## config.mk

```make
export PLATFORM = sky130hd
export DESIGN_NAME = pixel_cell_serializer
export DESIGN_NICKNAME = d
export VERILOG_FILES = /design/src/rtl/pixel_cell_serializer_pkg.sv /design/src/rtl/pixel_cell_serializer.sv
export SDC_FILE = /design/constraint.sdc
export NUM_CORES = 1
export LEC_CHECK = 0
export CAP_MARGIN = 20
export CORE_MARGIN = 1.5
export CORE_UTILIZATION = 50
export DETAILED_ROUTE_END_ITERATION = 8
export PLACE_DENSITY = 0.85
export SLEW_MARGIN = 20
export SYNTH_ARGS = -nofsm -noshare
export SYNTH_HDL_FRONTEND = slang
export SYNTH_SLANG_ARGS = --single-unit
```

## constraint.sdc

```tcl
create_clock -name clk -period 2.1 [get_ports clk]
set_input_delay 0.42 -clock clk [delete_from_list [all_inputs] [get_ports clk]]
set_output_delay 0.42 -clock clk [all_outputs]
set_load 0.01 [all_outputs]
```

## src/rtl/pixel_cell_serializer_pkg.sv

```systemverilog
// Shared image-processing types: cell geometry, pixel/matrix types and the
// serializer state encoding.
package ImageProcessingPkg;

  localparam int CELL_DIM = 4;
  localparam int PIXEL_W  = 24;

  typedef logic [PIXEL_W-1:0] pixel_t;
  typedef pixel_t [CELL_DIM-1:0][CELL_DIM-1:0] pixelMatrix_t;

  typedef enum logic {
    IDLE = 1'b0,
    SEND = 1'b1
  } ser_state_t;

endpackage

```

## src/rtl/pixel_cell_serializer.sv

```systemverilog
// Captures one CELL_DIM x CELL_DIM pixel matrix and streams it out one pixel
// per beat in row-major order. A new cell can be taken on the final beat of
// the current one, so back-to-back cells stream without a bubble.
module pixel_cell_serializer
  import ImageProcessingPkg::ser_state_t;
  import ImageProcessingPkg::IDLE;
  import ImageProcessingPkg::SEND;
#(
  parameter int CELL_DIM = ImageProcessingPkg::CELL_DIM,
  parameter int PIXEL_W  = ImageProcessingPkg::PIXEL_W,
  parameter int CNT_W    = 16,
  localparam int IDX_W   = (CELL_DIM > 1) ? $clog2(CELL_DIM) : 1
) (
  input  logic                                             clk,
  input  logic                                             reset_n,
  input  logic                                             in_valid,
  output logic                                             in_ready,
  input  logic [CELL_DIM-1:0][CELL_DIM-1:0][PIXEL_W-1:0]   in_cell,
  output logic                                             out_valid,
  input  logic                                             out_ready,
  output logic [PIXEL_W-1:0]                               out_pixel,
  output logic [IDX_W-1:0]                                 out_row,
  output logic [IDX_W-1:0]                                 out_col,
  output logic                                             out_last,
  output logic [CNT_W-1:0]                                 cells_done
);

  localparam logic [IDX_W-1:0] IDX_MAX = IDX_W'(CELL_DIM - 1);

  ser_state_t                                          state_reg, state_next;
  logic [IDX_W-1:0]                                    row_reg, row_next;
  logic [IDX_W-1:0]                                    col_reg, col_next;
  logic [CELL_DIM-1:0][CELL_DIM-1:0][PIXEL_W-1:0]      buf_reg, buf_next;
  logic [CNT_W-1:0]                                    cnt_reg, cnt_next;
  logic                                                ready_en_reg;

  logic sending;
  logic at_last;
  logic beat;
  logic accept;

  // Output decode; in_ready is held low until the first edge after reset release.
  always_comb begin
    sending    = (state_reg == SEND);
    at_last    = sending && (row_reg == IDX_MAX) && (col_reg == IDX_MAX);
    out_valid  = sending;
    out_last   = at_last;
    out_row    = row_reg;
    out_col    = col_reg;
    out_pixel  = sending ? buf_reg[row_reg][col_reg] : '0;
    cells_done = cnt_reg;
    in_ready   = ready_en_reg && ((state_reg == IDLE) || (at_last && out_ready));
    beat       = sending && out_ready;
    accept     = in_valid && in_ready;
  end

  // Next-state: advance the row/col index on a beat, then let an accepted cell
  // override the index and state so a last-beat capture restarts at (0,0).
  always_comb begin
    state_next = state_reg;
    row_next   = row_reg;
    col_next   = col_reg;
    buf_next   = buf_reg;
    cnt_next   = cnt_reg;
    if (beat) begin
      if (at_last) begin
        cnt_next   = cnt_reg + CNT_W'(1);
        row_next   = '0;
        col_next   = '0;
        state_next = IDLE;
      end else if (col_reg == IDX_MAX) begin
        col_next = '0;
        row_next = row_reg + IDX_W'(1);
      end else begin
        col_next = col_reg + IDX_W'(1);
      end
    end
    if (accept) begin
      buf_next   = in_cell;
      row_next   = '0;
      col_next   = '0;
      state_next = SEND;
    end
  end

  // State, index, capture buffer and counter registers; reset drops any partial cell.
  always_ff @(posedge clk or negedge reset_n) begin
    if (!reset_n) begin
      state_reg    <= IDLE;
      row_reg      <= '0;
      col_reg      <= '0;
      buf_reg      <= '0;
      cnt_reg      <= '0;
      ready_en_reg <= 1'b0;
    end else begin
      state_reg    <= state_next;
      row_reg      <= row_next;
      col_reg      <= col_next;
      buf_reg      <= buf_next;
      cnt_reg      <= cnt_next;
      ready_en_reg <= 1'b1;
    end
  end

endmodule

```

Word level (Yosys, flattened, before mapping)
Cells that the tools add are included.
- register bits after elaboration: 406
- bits of input ports: 388
- output and inout bits: 47
- word-level logic and storage cells: 58
- $add $sub $neg: 3
- order comparisons: 2
- equality and inequality tests: 2
- muxes and demuxes: 16
- bitwise operators: 1
- reductions and logical operators: 13
- operators with widths (kind ; number):
    binary-select mux 96 bit (select 2 bit) ; 1
    two-way mux 96 bit ; 1
    binary-select mux 24 bit (select 2 bit) ; 1
    two-way mux 24 bit ; 2
    adder 16 x 1 -> 16 bit, second input constant ; 1
    two-way mux 2 bit ; 8
    logical AND 1 bit ; 6
    less-than comparator 2 x 3 -> 1 bit, second input constant ; 2
    AND reduction 2 bit ; 3
    adder 2 x 1 -> 2 bit, second input constant ; 2
    equality test 2 bit, second input constant ; 2
    nonzero test 2 bit ; 2
    two-way mux 1 bit ; 3
    nonzero test 3 bit ; 1
    logical OR 1 bit ; 1
    NOT 1 bit ; 1

Depth between registers and ports, before layout
Gate-level depths: netlist (run 1).
- depth in word-level cells: 9
- depth in mapped cells: 8
- gate-level depth less buffers: 5

Least setup slack after synthesis (run 1)
Ideal clock, no wire load.
- path kind: reg2out
- start point: register row_reg[0] (netlist: out_row[0])
- end point: output port out_pixel[19]
- arrival time: 1.644 ns
- data required time: 1.680 ns
- slack: 0.036 ns
- cell stages (with the launch flop): 8
- path buffers: 3
- cell sequence: dfrtp_1 -> buf_4 -> buf_2 -> buf_2 -> mux2i_1 -> a22oi_1 -> nand2_1 -> o21ai_0
- word-level cells in the longest chain between the ends: 5
- ends and longest elaborated chain (item ; RTL line ; source):
    start: declaration ; pixel_cell_serializer.sv:31 ; logic [IDX_W-1:0] row_reg, row_next;
    start signal: assignment ; pixel_cell_serializer.sv:97 ; row_reg <= row_next;
    binary-select mux 96 bit (select 2 bit) ; pixel_cell_serializer.sv:50 ; out_pixel = sending ? buf_reg[row_reg][col_reg] : '0;
    two-way mux 96 bit (not written as such) ; pixel_cell_serializer.sv:50 ;
    binary-select mux 24 bit (select 2 bit) ; pixel_cell_serializer.sv:50 ;
    two-way mux 24 bit (not written as such) ; pixel_cell_serializer.sv:50 ;
    two-way mux 24 bit ; pixel_cell_serializer.sv:50 ;
    end: declaration ; pixel_cell_serializer.sv:21 ; output logic [PIXEL_W-1:0] out_pixel,
No other way between the ends. The select of a mux whose other input is x is not followed.

Worst setup path in the final report (run 1)
- start point: register row_reg[0] (netlist: out_row[0])
- end point: output port out_pixel[11]
The elaborated chain is that of the path after synthesis.

==> results of run 1 <==
==> cells by family after synthesis <==
family | count (synthesis) | share of synthesized area
adders and majority gates | 3 | 0.00188
AOI/OAI and AO/OA | 124 | 0.0430
muxes | 564 | 0.372
xor gates and xnor gates | 15 | 0.00658
and+or+nand+nor | 77 | 0.0184
DFF | 406 | 0.509
buffers and inverters | 91 | 0.0491
other | 1 | 0.000188
==> worst max path at each step <==
stage,slack [ns],cells past startpoint,endpoint,from
after floorplan,0.04,7,out_pixel[19],out_row[0]
after global placement,-1.08,7,out_pixel[15],out_row[0]
after detailed placement,-1.03,7,out_pixel[15],out_row[0]
after CTS,-0.83,9,out_pixel[1],out_row[0]
after global routing,-0.92,9,out_pixel[11],out_row[0]
final,-0.82,9,out_pixel[11],out_row[0]
==> per-layer routing <==
metal	share of wire	vias to the layer above
met5	0.00017	-
met4	0.049	2
met3	0.073	177
met2	0.48	597
met1	0.39	7235
li1	-	6036
==> cell type report <==
cell class | instances | share of cell area
Inverter | 2 | 0.000256
Tap cell | 525 | 0.0224
Clock buffer | 65 | 0.0440
Sequential cell | 406 | 0.347
Antenna cell | 7 | 0.000597
Timing Repair Buffer | 700 | 0.262
Clock inverter | 14 | 0.00871
Multi-Input combinational cell | 784 | 0.316
==> cell usage after synthesis, types with 4 or more instances <==
master	number
buf_4	17
mux4_2	14
buf_12	33
nand3_1	7
xor2_1	4
nand2_1	44
a221oi_1	14
o22ai_1	10
clkbuf_1	21
mux2_4	300
a22oi_1	68
mux2i_1	165
xnor2_1	11
dfrtp_1	406
o21ai_0	28
mux2_2	85
buf_2	16
nor2_1	7
==> where the power goes <==
part	leakage [nW]	switching, W	internal (W)	total (W)
clock	0.756	0.00331	0.00512	0.00842
sequential	4.88	0.00268	0.0116	0.0143
combinational	7.21	0.00885	0.0123	0.0211
total	12.8	0.0148	0.0290	0.0439
==> timing repair <==
item	CTS	global route
endpoints found under the hold margin	49	0
resized for setup	273	43
setup endpoints to repair	415	421
gates cloned	22	1
buffers inserted	30	12
pin swaps	43	32
hold buffers	1	0
==> through the flow <==
| step | util | instance area (um2) | cells | hold slack [ns] | total power [W] |
|---|---|---|---|---|---|
| final | 0.741 | 29300 | 2503 | 0.386 | 0.0439 |
| after detailed placement | 0.658 | 26000 | 2356 | 0.440 | 0.0327 |
| after CTS | 0.733 | 29000 | 2486 | 0.412 | 0.0428 |
| after global placement | 0.658 | 26000 | 2356 | 0.433 | 0.0320 |
| after floorplan | - | 20000 | 1281 | 0.124 | 0.0244 |
| after global routing | 0.741 | 29300 | 2502 | 0.419 | 0.0457 |
==> reports/metrics.cfg, run 1 <==
[status]
status = complete, but fails checks
violations = negative setup slack

[drt]
vias = 14000
first_iter_violations = 754
drt_first_pass_iters = 7
drc = 0
antenna_left = 0
avgRoutedWirePerCell_um = 26.3
vias_per_cell = 5.61
wirelength_mm = 65.7

[timing]
period_share = 1.39
finalSetupViolCount = 417
skew_ns = 0.0339
slew_violations = 0
fmax_mhz = 342
slew_headroom = 0.577
finalSetupTns_ns = -156.12
worst_slack_ns = -0.824
fin_crit_ns = 2.92
final-hold-violation-count = 0
rsz0062_at_grt = true
worst_pin_slew_ns = 0.635

[clock_network]
clkLatencyLatePin_ns = 0.58
cts_max_level = 2
clock_path_buffers = 3
clkSlewWorstSetupHoldPaths_ns = 0.06
tritoncts = yes
cts-buffers-inserted = 44
cts.sinks = 406
root_buffer = clkbuf_16

[power_and_ir_drop]
peakVddDrop_mv = 0.804
p_per_area_nw_per_um2 = 1500
leakagePower_nw = 12.8

[finish]
mostFrequentLayoutCells = clkdlybuf4s50_1 (407), dfrtp_1 (404), mux2_4 (300)
areaGrowthSynthToFinish_pct = 46.8
regArea_um2 = 10200
layout-drive-gt1-share = 0.424
final_common_cell = clkdlybuf4s50_1
multi_input_area_um2 = 9260
nNetsFinal = 2329
largest_register_ffs = 384
fill_cells = 2241

[setup_path]
cp_max_fo = 8
cp.required_ns = 1.68
crit_path_max_incr_delay_ns = 0.54
r2r_start = out_row[0]
reg2reg_to = buf_reg[68]
ff2ff_setup_slack_ns = -0.47
slowest_stage = dfrtp_4
critPathKind = register to primary output
cp_num_buf_inv = 5
cp_top_family = buffers and inverters
cp-end-kind = primary output
crit_top_cell = buf_8
cp_cell_sequence = buf_12 > buf_8 > buf_8 > mux2i_1 > a22oi_1 > buf_4 > nand2_4 > o22ai_4 > buf_6
start_kind = register
reg2regPathDepth = 12
crit_arrival_ns = 2.50

[floorplan]
dieArea_um2 = 41100
core_area_um2 = 39500
fp.dieH_um = 203
boundaryPins = 435
initial_core_util = 0.505
die_x_um = 203
placementRows = 73

[run]
maxCapViolCount = 0

[min_path]
hold_class = input pin to asynchronous set/reset pin

[grt]
overflow = 0
met3_usage = 0.0759
grt_pass1_wl_mm = 97.3
grt_pass1_vias = 15800
busiest_layer = met2
grt_max_degree = 62
antenna_found_initial = 9
gr-usage-all-layers = 0.316
gr-usage-met1 = 0.391
grtUsageMet2 = 0.515

[yosys]
yosys.area.top_type = dfrtp_1
post_synth.cell_area_avg_um2 = 15.6
syn-instance-count = 1281
synth_area_leaders = dfrtp_1 (51%), mux2_4 (23%), mux2i_1 (8.3%)
synthesis.area_um2 = 20000
ys.flop_type = dfrtp_1
synth-async-reset-ratio = 1.00
netlist.area_leader.share = 0.509
synth_nets = 1672
yosysSeqAreaShare = 0.509
yosys.cell_types.count = 35
synth_edf_count = 0
ys_ff_latch = 406
yosysWarnings = 0

[placed_design]
routabilityCongestion = 0.889
numPortBuffers = 434
preCtsSetupSlack_ns = -1.03
place.detailed.hpwl_mm = 44.1

Note: power is estimated with default switching activity, not from simulation.
==> inputs of run 2 (changes only) <==
CORE_MARGIN = 2   (was 1.5)
==> run 2 against run 1 <==
Net effect: the flow still finishes with violations (negative setup slack); hold slack got worse by 0.057 ns; count of clock-buffer cells in the layout is 6 higher; first-iteration DRC count increased by 30%; combinational power is 7% higher; register-to-register slack lost 0.28 ns; worst setup slack got worse by 0.053 ns; final cell count rose by 1.5%; critical path depth shrank 2; wire length increased by 13%.
==> reports/metrics.cfg, run 2 (synthesis gave the netlist of run 1 again) <==
[status]
status = complete, but fails checks
violations = negative setup slack

[clock_network]
cts_max_level = 2  ; unchanged
cts.sinks = 406  ; unchanged
clkSlewWorstSetupHoldPaths_ns = 0.06  ; about the same
cts-buffers-inserted = 45  ; +2.3%
tritoncts = yes
clkLatencyLatePin_ns = 0.58  ; about the same
clock_path_buffers = 3  ; unchanged
root_buffer = clkbuf_16

[finish]
areaGrowthSynthToFinish_pct = 52.3
nNetsFinal = 2358  ; +1.2%
utilization = 0.769  ; +0.0275
final_area_um2 = 30400  ; +3.7%
mostFrequentLayoutCells = dfrtp_1 (402), clkdlybuf4s50_1 (402), mux2_4 (356)
largest_register_ffs = 384  ; unchanged
layout-drive-gt1-share = 0.449  ; +0.0252

[power_and_ir_drop]
leakagePower_nw = 13.4  ; +4.1%
p_per_area_nw_per_um2 = 1510  ; +0.77%
peakVddDrop_mv = 0.805  ; about the same

[floorplan]
die_x_um = 204  ; +0.49%
fp.dieH_um = 204  ; +0.49%
core_area_um2 = 39500  ; unchanged
dieArea_um2 = 41600  ; +0.99%
placementRows = 73  ; unchanged
boundaryPins = 435  ; unchanged
initial_core_util = 0.505  ; unchanged

[timing]
skew_ns = 0.0178  ; -0.0161 ns
slew_headroom = 0.545  ; -0.0323
rsz0062_at_grt = true
finalSetupViolCount = 429  ; +2.9%
finalSetupTns_ns = -272.14  ; -116.03 ns
period_share = 1.42  ; +0.0253
holdWs_ns = 0.328  ; -0.0575 ns
final-hold-violation-count = 0  ; unchanged
fmax_mhz = 336  ; -1.8%
fin_crit_ns = 2.98  ; +0.0532 ns
worst_pin_slew_ns = 0.682  ; +0.0469 ns
slew_violations = 0  ; unchanged
worst_slack_ns = -0.877  ; -0.0532 ns

[grt]
overflow = 0  ; unchanged
grt_pass1_vias = 16400  ; +3.9%
gr-usage-all-layers = 0.350  ; +0.0339
grt_max_degree = 82  ; +32%
grt_pass1_wl_mm = 107  ; +9.6%
antenna_found_initial = 15  ; +6

[setup_path]
crit_arrival_ns = 2.56  ; +0.06 ns
cp.required_ns = 1.68  ; about the same
ff2ff_setup_slack_ns = -0.75  ; -0.28 ns
crit_top_cell = o21ai_2
start_kind = register
cp_num_buf_inv = 3  ; -2
critPathKind = register to primary output
crit_path_max_incr_delay_ns = 0.57  ; +0.03 ns
slowest_stage = dfrtp_4
cp_top_family = compound AO/OA/AOI/OAI gates
cp_cell_sequence = buf_12 > buf_4 > mux2i_1 > a221oi_2 > o21ai_2 > o21ai_2 > buf_2
cp_max_fo = 7  ; -1
cp-end-kind = primary output

[run]
maxCapViolCount = 0  ; unchanged

[min_path]
hold_class = input pin to asynchronous set/reset pin

[drt]
first_iter_violations = 978  ; +30%
wirelength_mm = 74.5  ; +13%
vias = 14600  ; +3.6%
avgRoutedWirePerCell_um = 29.3  ; +12%
vias_per_cell = 5.73  ; +2.1%
drc = 0  ; unchanged
antenna_left = 0  ; unchanged
drt_first_pass_iters = 5  ; -2

[placed_design]
routabilityCongestion = 0.858  ; -3.4%
numPortBuffers = 434  ; unchanged
place.detailed.hpwl_mm = 44.6  ; +1.1%
post_dp_cell_area_um2 = 25800  ; -0.83%

[run 2: where the power goes]
part	switching (W)	total (W)	internal, W
sequential	0.00289	0.0145	0.0116
combinational	0.00959	0.0226	0.0130
clock	0.00344	0.00872	0.00528
[run 2: final timing paths]
kind	from	endpoint	depth (start not counted)
hold reg to reg	cells_done[15]	cells_done[15]	1
setup / recovery	out_row[0]	out_pixel[15]	7
max in group asynchronous	reset_n	buf_reg[308]	3
setup reg to reg	out_row[0]	buf_reg[219]	15
hold / removal	reset_n	buf_reg[231]	2
min in group clk	in_cell[365]	buf_reg[365]	2
[run 2: layout make-up]
type                    count  area [um2]
multi-input cells         785        9610
well taps                 525         657
fillers                  2066        9150
clock buffers              71        1430
clock inverters            12         196
diodes                     12        30.0
flip-flops and latches    406       10200
repair buffers            727        8310
inverters                   2        7.51
[run 2: stage by stage]
step	power, W	std cells	worst slack (ns)
2_1_floorplan	0.0244	1281	0.0363
3_3_place_gp	0.0318	2334	-1.05
3_5_place_dp	0.0324	2334	-1.03
4_1_cts	0.0440	2525	-0.824
5_1_grt	0.0474	2537	-0.922
6_report	0.0458	2540	-0.877
[run 2: timing repair]
item / 4_1_cts / 5_1_grt
endpoints found under the setup margin: 421 / 429
pin swaps: 67 / 39
buffers inserted: 73 / 29
cloned: 42 / 5
hold buffers: 1 / 0
resized for setup: 395 / 129
endpoints found under the hold margin: 24 / 0
[run 2: per-layer routing]
| layer | routed length [um] | global-route usage |
|---|---|---|
| met4 | 4330 | 0.184 |
| met3 | 5770 | 0.0879 |
| met2 | 36300 | 0.579 |
| met5 | 57 | 0 |
| met1 | 28000 | 0.424 |
